[config.mk]
export PLATFORM = sky130hd
export DESIGN_NAME = button_char_debouncer
export DESIGN_NICKNAME = d
export VERILOG_FILES = /design/src/rtl/button_char_debouncer.sv
export SDC_FILE = /design/constraint.sdc
export NUM_CORES = 1
export LEC_CHECK = 0
export BUFFER_PORTS_ARGS = -buffer_cell sky130_fd_sc_hd__buf_2
export CORE_MARGIN = 3
export CORE_UTILIZATION = 50
export DETAILED_ROUTE_END_ITERATION = 8
export PLACE_DENSITY = 0.64
export REMOVE_ABC_BUFFERS = 1
export SYNTH_ARGS = -nofsm -noshare
export SYNTH_HDL_FRONTEND = slang
export SYNTH_SLANG_ARGS = --single-unit
[constraint.sdc]
create_clock -name clk -period 4.4 [get_ports clk]
set_clock_uncertainty 0.2 [all_clocks]
set_input_delay 0.22 -clock clk [delete_from_list [all_inputs] [get_ports clk]]
set_output_delay 0.22 -clock clk [all_outputs]
set_load 0.1 [all_outputs]
[src/rtl/button_char_debouncer.sv]
// Button/DIP-switch front end for the ASCII LCD writer: synchronise, debounce, queue one
// character per press in a small FIFO. Optional macro BUTTON_AUTO_REPEAT_EN adds auto-repeat.
module button_char_debouncer #(
   parameter int DEBOUNCE_CYCLES = 1000000,
   parameter int CNT_W           = 20,
   parameter int FIFO_AW         = 2
`ifdef BUTTON_AUTO_REPEAT_EN
   ,
   parameter int REPEAT_CYCLES   = 25000000
`endif
) (
   input  logic             clk,
   input  logic             reset_n,
   input  logic             btn_raw,
   input  logic [7:0]       sw_raw,
   input  logic             debounce_en,
   output logic             char_valid,
   output logic [7:0]       char_data,
   input  logic             char_ready,
   output logic [FIFO_AW:0] fifo_count,
   output logic             overflow,
   output logic             btn_level
);

   localparam int                DEPTH    = 1 << FIFO_AW;
   localparam logic [CNT_W-1:0]  CNT_LAST = CNT_W'(DEBOUNCE_CYCLES - 1);
   localparam logic [FIFO_AW:0]  FULL_CNT = (FIFO_AW + 1)'(DEPTH);

   typedef enum logic [1:0] {IDLE_LOW, WAIT_HIGH, HELD_HIGH, WAIT_LOW} state_t;

   logic               btn_sync_p0, btn_sync_p1;
   logic [7:0]         sw_sync_p0, sw_sync_p1;
   state_t             state, state_next;
   logic [CNT_W-1:0]   cnt, cnt_next;
   logic               level_next;
   logic               btn_level_d;
   logic               en_d;
   logic               edge_pulse;
   logic               press_pulse;
   logic               full, pop, push_ok;
   logic [7:0]         mem [DEPTH];
   logic [FIFO_AW-1:0] wr_ptr, rd_ptr;

   // Stage p0/p1: two-flop synchronisers
   always_ff @(posedge clk or negedge reset_n) begin
      if (!reset_n) begin
         btn_sync_p0 <= 1'b0;
         btn_sync_p1 <= 1'b0;
         sw_sync_p0  <= 8'h00;
         sw_sync_p1  <= 8'h00;
      end else begin
         btn_sync_p0 <= btn_raw;
         btn_sync_p1 <= btn_sync_p0;
         sw_sync_p0  <= sw_raw;
         sw_sync_p1  <= sw_sync_p0;
      end
   end

   // Debounce state register and debounced level
   always_ff @(posedge clk or negedge reset_n) begin
      if (!reset_n) begin
         state       <= IDLE_LOW;
         cnt         <= '0;
         btn_level   <= 1'b0;
         btn_level_d <= 1'b0;
         en_d        <= 1'b0;
      end else begin
         state       <= state_next;
         cnt         <= cnt_next;
         btn_level   <= level_next;
         btn_level_d <= btn_level;
         en_d        <= debounce_en;
      end
   end

   always_comb begin
      state_next = state;
      cnt_next   = cnt;
      level_next = btn_level;
      if (debounce_en != en_d) begin
         // Mode change: settle on the stable state of the current level, never emit an edge
         state_next = btn_level ? HELD_HIGH : IDLE_LOW;
         cnt_next   = '0;
      end else if (!debounce_en) begin
         level_next = btn_sync_p1;
         state_next = btn_sync_p1 ? HELD_HIGH : IDLE_LOW;
         cnt_next   = '0;
      end else begin
         case (state)
            IDLE_LOW: begin
               if (btn_sync_p1) begin
                  state_next = WAIT_HIGH;
                  cnt_next   = '0;
               end
            end
            WAIT_HIGH: begin
               if (!btn_sync_p1) begin
                  state_next = IDLE_LOW;
                  cnt_next   = '0;
               end else if (cnt == CNT_LAST) begin
                  state_next = HELD_HIGH;
                  level_next = 1'b1;
                  cnt_next   = '0;
               end else begin
                  cnt_next = cnt + CNT_W'(1);
               end
            end
            HELD_HIGH: begin
               if (!btn_sync_p1) begin
                  state_next = WAIT_LOW;
                  cnt_next   = '0;
               end
            end
            WAIT_LOW: begin
               if (btn_sync_p1) begin
                  state_next = HELD_HIGH;
                  cnt_next   = '0;
               end else if (cnt == CNT_LAST) begin
                  state_next = IDLE_LOW;
                  level_next = 1'b0;
                  cnt_next   = '0;
               end else begin
                  cnt_next = cnt + CNT_W'(1);
               end
            end
            default: begin
               state_next = IDLE_LOW;
               cnt_next   = '0;
            end
         endcase
      end
   end

   assign edge_pulse = btn_level & ~btn_level_d;

`ifdef BUTTON_AUTO_REPEAT_EN
   localparam int RPT_W = $clog2(REPEAT_CYCLES + 1);

   logic [RPT_W-1:0] rpt_cnt;
   logic             held;
   logic             rpt_pulse;

   assign held      = debounce_en ? (state == HELD_HIGH) : btn_level;
   assign rpt_pulse = held && (rpt_cnt == RPT_W'(REPEAT_CYCLES - 1));

   always_ff @(posedge clk or negedge reset_n) begin
      if (!reset_n)
         rpt_cnt <= '0;
      else if (!held || rpt_pulse)
         rpt_cnt <= '0;
      else
         rpt_cnt <= rpt_cnt + RPT_W'(1);
   end

   assign press_pulse = edge_pulse | rpt_pulse;
`else
   assign press_pulse = edge_pulse;
`endif

   // FIFO: a full FIFO still accepts a push when the head is popped in the same cycle
   assign full       = (fifo_count == FULL_CNT);
   assign pop        = char_valid & char_ready;
   assign push_ok    = press_pulse & (~full | pop);
   assign char_valid = (fifo_count != '0);
   assign char_data  = mem[rd_ptr];

   always_ff @(posedge clk or negedge reset_n) begin
      if (!reset_n) begin
         for (int i = 0; i < DEPTH; i++) mem[i] <= 8'h00;
         wr_ptr     <= '0;
         rd_ptr     <= '0;
         fifo_count <= '0;
         overflow   <= 1'b0;
      end else begin
         if (push_ok) begin
            mem[wr_ptr] <= sw_sync_p1;
            wr_ptr      <= wr_ptr + FIFO_AW'(1);
         end
         if (pop)
            rd_ptr <= rd_ptr + FIFO_AW'(1);
         if (press_pulse & full & ~pop)
            overflow <= 1'b1;
         case ({push_ok, pop})
            2'b10:   fifo_count <= fifo_count + (FIFO_AW + 1)'(1);
            2'b01:   fifo_count <= fifo_count - (FIFO_AW + 1)'(1);
            default: fifo_count <= fifo_count;
         endcase
      end
   end

endmodule

==> impl_results.md, run 1 <==
* Number of enable flip-flop cells after synthesis at 0
* All-layer global routing usage at 0.171
* TritonCTS clock tree: built
* Via density per instance at around 5.5
* Final hold violation count at 0
* Post-DP HPWL at 4.28 mm
* Start point of the worst hold path: char_ready
* Highest ir drop seen on vdd at around 0.55 mV
* Worst-skew pair later-pin latency at between 0.3 and 0.4 ns
* Unrepaired setup endpoints after global routing: false
* Top Ports at 27
* Transition time of the tightest slew-check pin at ~1.1 ns
* ANT nets after route at 0
* Kind of path behind the tightest hold check: in2reg
* Cell breakdown of the critical path: ha_1, nand3_1, nor3_2, a21oi_2, buf_4, o21ai_0, a31oi_1
* Core Footprint at approximately 7000 um2
* Synth unique cells at 40
* Area Overhead vs Synth at 13.6%
* Number of cells traversed by the worst hold path at 3
* Floorplan die area at around 8400 um2
* Total vias in the final route at 2362
* Horizontal die dimension at 91.6 um
* Number of antenna repair diodes at 0
* Final worst-path cycle share at 0.574
* Leading cell type in the layout, fill and taps excluded: sky130_fd_sc_hd__dfrtp_1
* Buffers & Inverters on Critical Path at 1
* Hold path endpoint: rd_ptr[0]
* First DRT Iteration DRCs at 140
* Total number of nets in the final design at 347
* Start-to-end type of the worst setup path: reg2reg
* Number of pins with negative max-slew slack in the final report at 0
* Number of input and output port buffers inserted at 26
* Synthesis Warnings at 0
* Clock tree root buffer cell: sky130_fd_sc_hd__clkbuf_8
* Critical Path Fanout Max at 22
* Final number of setup-violating endpoints at 0
* Number of post-CTS setup repair buffers at 0
* Critical path endpoint category: register
* Number of buffers on the longest clock path at 2
* CP max-delay cell: sky130_fd_sc_hd__a21oi_2
* Detailed-route wire length per cell at about 15 um
* Synth Cell Area at 3660 um2
* Total power consumption of the routed design at 3000 uW
* Top Family by Delay on Critical Path: compound AO/OA/AOI/OAI gates
* Number of register bits inferred by synthesis at just over 80
* Remaining max-slew budget at the tightest pin at 0.273
* Static Leak at 0.00181 uW
* Antenna violations before repair at 0
* Wire length of the first global-routing pass at 11.2 mm
* Startpoint of the most critical register-to-register path: cnt[0]
* Dominant synthesized flop cell: sky130_fd_sc_hd__dfrtp_1
* DRC errors left at 0
* DR pass1 iterations at 4
* Clock buffers created by TritonCTS at 9
* Post-Place Worst Slack at 1.86 ns
* Std cell rows at 30
* Sequential-to-total area share from yosys stat at 0.567
* Proportion of register bits with asynchronous set or reset after synthesis at 1.00
* Critical register-to-register path endpoint: cnt[7]
* Crit path depth at 7
* Deepest level of the CTS H-tree at 3
* CP startpoint kind: register
* Summed negative setup slack over all endpoints at 0 ns
* WP data arrival at 2.59 ns
* Final GP Congestion at roughly 0.75
* Fmax achieved at 396 MHz
* Result of the run: complete, no violations
* Via count of the first global-routing pass at around 2300
* Number of fill cells in the layout at 567
* Total Wirelength at 6.49 mm
* Shortest clock period the worst path allows after layout at 2.52 ns
* Avg Cell Area, Syn at 12.8 um2
* Initial standard-cell utilization of the core at 0.527
* Final worst slack at approximately 1.9 ns
* Count of max-cap constraint violations at 0
* Pin count of the biggest net entering global routing at 53
* Flop-to-flop setup slack at 1.88 ns
* Reg2reg path depth at 7
* Largest stage delay on the critical path at 0.60 ns
* Endpoint required time on the critical path at 4.47 ns
* Power density normalized to cell area at 722 nW/um2
* Die Y-Extent at 91.6 um
* Clk slew on worst S/H paths at 0.09 ns
* Top library cells by usage in the layout, fill and taps aside: sky130_fd_sc_hd__dfrtp_1 (83), sky130_fd_sc_hd__mux2_2 (33), sky130_fd_sc_hd__buf_2 (25), sky130_fd_sc_hd__nand2_1 (23), sky130_fd_sc_hd__a31oi_1 (18)
* Aggregate global routing overflow at 0
* Fraction of final layout cells sized beyond drive strength 1 at 0.277
* Cells after synthesis at 287
* Clock net sink count at between 80 and 90
[registers in the layout (all words and copies together), names as in the netlist, named ones only]
| signal | flops |
|---|---|
| mem | 32 |
| sw_sync_p1 | 8 |
| rd_ptr | 2 |
| wr_ptr | 2 |
| overflow | 1 |
| btn_level_d | 1 |
| btn_sync_p1 | 1 |
| btn_level | 1 |
| sw_sync_p0 | 8 |
| fifo_count | 3 |
| cnt | 20 |
| en_d | 1 |
| state | 1 |
| btn_sync_p0 | 1 |
[kinds of logic (layout without fill, tap and decap cells)]
group / after synthesis / after routing / synth area share
adders and majority gates: 7 / 7 / 0.0260
DFF: 83 / 83 / 0.567
xor gates and xnor gates: 8 / 8 / 0.0191
AOI/OAI and AO/OA: 46 / 46 / 0.0813
and+or+nand+nor: 81 / 81 / 0.119
muxes: 43 / 43 / 0.156
buffers and inverters: 19 / 64 / 0.0314
[Yosys cell counts (5+ instances only)]
cell type / instances / area [um2]
sky130_fd_sc_hd__a31oi_1: 18 / 113
sky130_fd_sc_hd__inv_1: 9 / 33.8
sky130_fd_sc_hd__mux2_2: 33 / 372
sky130_fd_sc_hd__nand4_1: 5 / 31.3
sky130_fd_sc_hd__ha_1: 6 / 75.1
sky130_fd_sc_hd__a22o_1: 5 / 43.8
sky130_fd_sc_hd__mux4_2: 8 / 180
sky130_fd_sc_hd__nor2_1: 11 / 41.3
sky130_fd_sc_hd__nand3_1: 11 / 55.1
sky130_fd_sc_hd__a21oi_1: 9 / 45.0
sky130_fd_sc_hd__nand2_1: 23 / 86.3
sky130_fd_sc_hd__o21ai_0: 6 / 30.0
sky130_fd_sc_hd__dfrtp_1: 83 / 2080
[cell type report]
cell class	instances	area, um2	area share
Clock buffer	10	128	0.0307
Clock inverter	6	73.8	0.0177
Inverter	9	33.8	0.00812
Multi-Input combinational cell	185	1470	0.353
Sequential cell	83	2080	0.499
Tap cell	96	120	0.0289
Timing Repair Buffer	39	258	0.0620
[per-layer routing]
| metal | up-vias | GRT usage | part of all wire |
|---|---|---|---|
| met4 | 0 | 0.0716 | 0.019 |
| met2 | 52 | 0.248 | 0.46 |
| li1 | 1136 | - | - |
| met1 | 1164 | 0.250 | 0.48 |
| met5 | - | 0 | 0 |
| met3 | 10 | 0.0331 | 0.043 |
[power by group]
group	switching [uW]	internal, uW	total [uW]
sequential	146	963	1110
clock	281	269	550
combinational	956	389	1350
total	1380	1620	3000
[what timing repair did]
item,in CTS,in global routing
hold buffers,11,0
gates resized for setup,0,0
endpoints found under the hold margin,42,0
[metrics by stage]
stage,instance area [um2],hold WS [ns],std cells,util
global route,4160,0.0786,428,0.599
global placement,3850,-0.0221,401,0.554
finish,4160,0.0633,428,0.599
detailed placement,3850,-0.0171,401,0.554
floorplan,3580,-0.276,277,-
CTS,4160,0.0555,428,0.599
[worst max path at each step]
stage                             start       endpoint  slack (ns)
after floorplan           fifo_count[0]  fifo_count[2]        1.06
after global placement           cnt[0]        cnt[17]        1.99
after detailed placement  fifo_count[0]  fifo_count[2]        1.86
after CTS                 fifo_count[0]  fifo_count[2]        1.83
after global routing      fifo_count[0]  fifo_count[2]        1.59
final                            cnt[0]         cnt[7]        1.88
[worst register-to-register path, cell delays in order (launching register included)]
cell and delay (ns):
sky130_fd_sc_hd__dfrtp_1 0.42, sky130_fd_sc_hd__ha_1 0.25, sky130_fd_sc_hd__nand3_1 0.21, sky130_fd_sc_hd__nor3_2 0.09, sky130_fd_sc_hd__a21oi_2 0.60, sky130_fd_sc_hd__buf_4 0.36
sky130_fd_sc_hd__o21ai_0 0.12, sky130_fd_sc_hd__a31oi_1 0.18
Note: power is estimated with default switching activity, not from simulation.
==> run 2: changes to the inputs <==
- clock period: 4.4 -> 2.6 ns (I/O delays scaled with it)
==> impl_results.md, run 2 (synthesized netlist as in run 1, its figures left out) <==
* Via density per instance at 5.47
* Leading registers by flop count: mem x32, cnt x20
* Resized Gates After CTS at 0
* Number of post-CTS setup repair buffers at 0
* Antenna violations before repair at 0
* Std cell rows at 30
* Critical path endpoint category: register
* Clock net sink count at 83
* Number of fill cells in the layout at 556
* Cell breakdown of the critical path: nor4b_1, nor3_2, inv_1, ha_1, inv_1, fa_1, xor2_1, nor2_1, xor2_1
* Die Y-Extent at 91.6 um
* Buffers & Inverters on Critical Path at 2
* Top Family by Delay on Critical Path: simple AND/OR/NAND/NOR gates
* Wire length of the first global-routing pass at 11.0 mm
* Endpoint required time on the critical path at 2.66 ns
* Pin count of the biggest net entering global routing at 45
* Worst-skew pair later-pin latency at between 0.3 and 0.4 ns
* Top library cells by usage in the layout, fill and taps aside: sky130_fd_sc_hd__dfrtp_1 (83), sky130_fd_sc_hd__mux2_2 (33), sky130_fd_sc_hd__buf_2 (25), sky130_fd_sc_hd__nand2_1 (23), sky130_fd_sc_hd__a31oi_1 (18)
* Kind of path behind the tightest hold check: in2async
* CP startpoint kind: register
* Power density normalized to cell area at 1210 nW/um2
* ANT nets after route at 0
* Placed cells at 406
* Clock tree root buffer cell: sky130_fd_sc_hd__clkbuf_8
* Total vias in the final route at about 2400
* Number of input and output port buffers inserted at 26
* DR pass1 iterations at 4
* Horizontal die dimension at 91.6 um
* Largest stage delay on the critical path at 0.48 ns
* Area Overhead vs Synth at 15.5%
* Fmax achieved at 426 MHz
* Total Wirelength at 6.39 mm
* Clk slew on worst S/H paths at about 0.090 ns
* Initial standard-cell utilization of the core at 0.527
* Leading cell type in the layout, fill and taps excluded: sky130_fd_sc_hd__dfrtp_1
* Detailed-route wire length per cell at 14.7 um
* WP data arrival at around 2.4 ns
* Static Leak at 0.00186 uW
* Remaining max-slew budget at the tightest pin at 0.536
* Number of standard cells in the final layout excluding fillers at 434
* Highest ir drop seen on vdd at 0.738 mV
* Transition time of the tightest slew-check pin at 0.690 ns
* Result of the run: complete, no violations
* CP max-delay cell: sky130_fd_sc_hd__nor4b_1
* Unrepaired setup endpoints after global routing: false
* Total number of nets in the final design at approximately 350
* Clock buffers created by TritonCTS at 9
* Count of max-cap constraint violations at 0
* Startpoint of the most critical register-to-register path: fifo_count[0]
* Critical register-to-register path endpoint: fifo_count[2]
* Start point of the critical path: fifo_count[0]
* Register name with the most flops: mem
* Aggregate global routing overflow at 0
* Final number of setup-violating endpoints at 0
* Top Ports at 27
* All-layer global routing usage at 0.164
* Start-to-end type of the worst setup path: reg2reg
* Hold buffer count at cts at 12
* First DRT Iteration DRCs at 115
* Floorplan die area at 8390 um2
* Critical Path Fanout Max at 5
* Final Core Density at 0.609
* Fraction of final layout cells sized beyond drive strength 1 at 0.287
* Final GP Congestion at between 0.7 and 0.8
* TritonCTS clock tree: built
* Flop-to-flop setup slack at ~0.25 ns
* Core Footprint at 6940 um2
* Number of buffers on the longest clock path at 2
* Final worst-path cycle share at 0.902
* Shortest clock period the worst path allows after layout at 2.35 ns
* Reg2reg path depth at 9
* Final hold violation count at 0
* Via count of the first global-routing pass at 2328
* Number of antenna repair diodes at 0
* DRC errors left at 0
* Max FFs per register at 32
* Deepest level of the CTS H-tree at 3
* Number of pins with negative max-slew slack in the final report at 0
* Post-DP HPWL at 4.14 mm
==> run 2: cell count changes in the layout (fill, tap and decap cells not counted), sizes merged <==
cell | previous run | this run
buf | 28 | 33
dlygate4sd3 | 11 | 12
clkbuf | 10 | 12
clkinv | 1 | 2
inv | 11 | 10
clkinvlp | 2 | 0
==> run 2: through the flow <==
stage          hold slack (ns)  setup slack, ns  area [um2]  total power (uW)  setup TNS (ns)
6_report                 0.131            0.255        4230              5120               0
2_1_floorplan           -0.366           -0.742        3580              3820           -1.56
4_1_cts                  0.137            0.238        4230              5180               0
5_1_grt                  0.160           0.0443        4230              5380               0
3_5_place_dp           -0.0325            0.264        3900              4190               0
3_3_place_gp           -0.0359            0.325        3900              4160               0
==> run 2: worst register-to-register path, stage by stage, from the launching register on <==
cell                      delay (ns)
sky130_fd_sc_hd__dfrtp_1        0.43
sky130_fd_sc_hd__nor4b_1        0.48
sky130_fd_sc_hd__nor3_2         0.09
sky130_fd_sc_hd__inv_1          0.07
sky130_fd_sc_hd__ha_1           0.17
sky130_fd_sc_hd__inv_1          0.06
sky130_fd_sc_hd__fa_1           0.37
sky130_fd_sc_hd__xor2_1         0.15
sky130_fd_sc_hd__nor2_1         0.11
sky130_fd_sc_hd__xor2_1         0.14
==> run 2: worst max path at each step <==
stage                               end  slack [ns]  cells past startpoint
after global placement    fifo_count[2]        0.32                      9
after global routing      fifo_count[2]        0.04                      9
after CTS                 fifo_count[2]        0.24                      9
final                     fifo_count[2]        0.25                      9
after detailed placement  fifo_count[2]        0.26                      9
after floorplan           fifo_count[2]       -0.74                      8
==> run 2: power by group <==
group          total (uW)  switching (uW)  leakage [uW]  internal (uW)
Combinational        2320            1650      0.000722            677
Clock                 965             460      0.000107            504
Sequential           1840             207       0.00103           1630
==> run 2: layout make-up <==
class / instances / area, um2 / share of cell area
Timing Repair Buffer: 45 / 318 / 0.0751
Multi-Input combinational cell: 185 / 1470 / 0.348
Sequential cell: 83 / 2080 / 0.491
Clock inverter: 4 / 56.3 / 0.0133
Inverter: 9 / 33.8 / 0.00799
Clock buffer: 12 / 155 / 0.0367
Tap cell: 96 / 120 / 0.0284
==> run 2: per-layer routing <==
layer	up-vias	share of wire	track usage
met5	-	0	0
li1	1144	-	-
met4	0	0.013	0.0666
met3	7	0.027	0.0307
met2	44	0.45	0.245
met1	1177	0.51	0.235
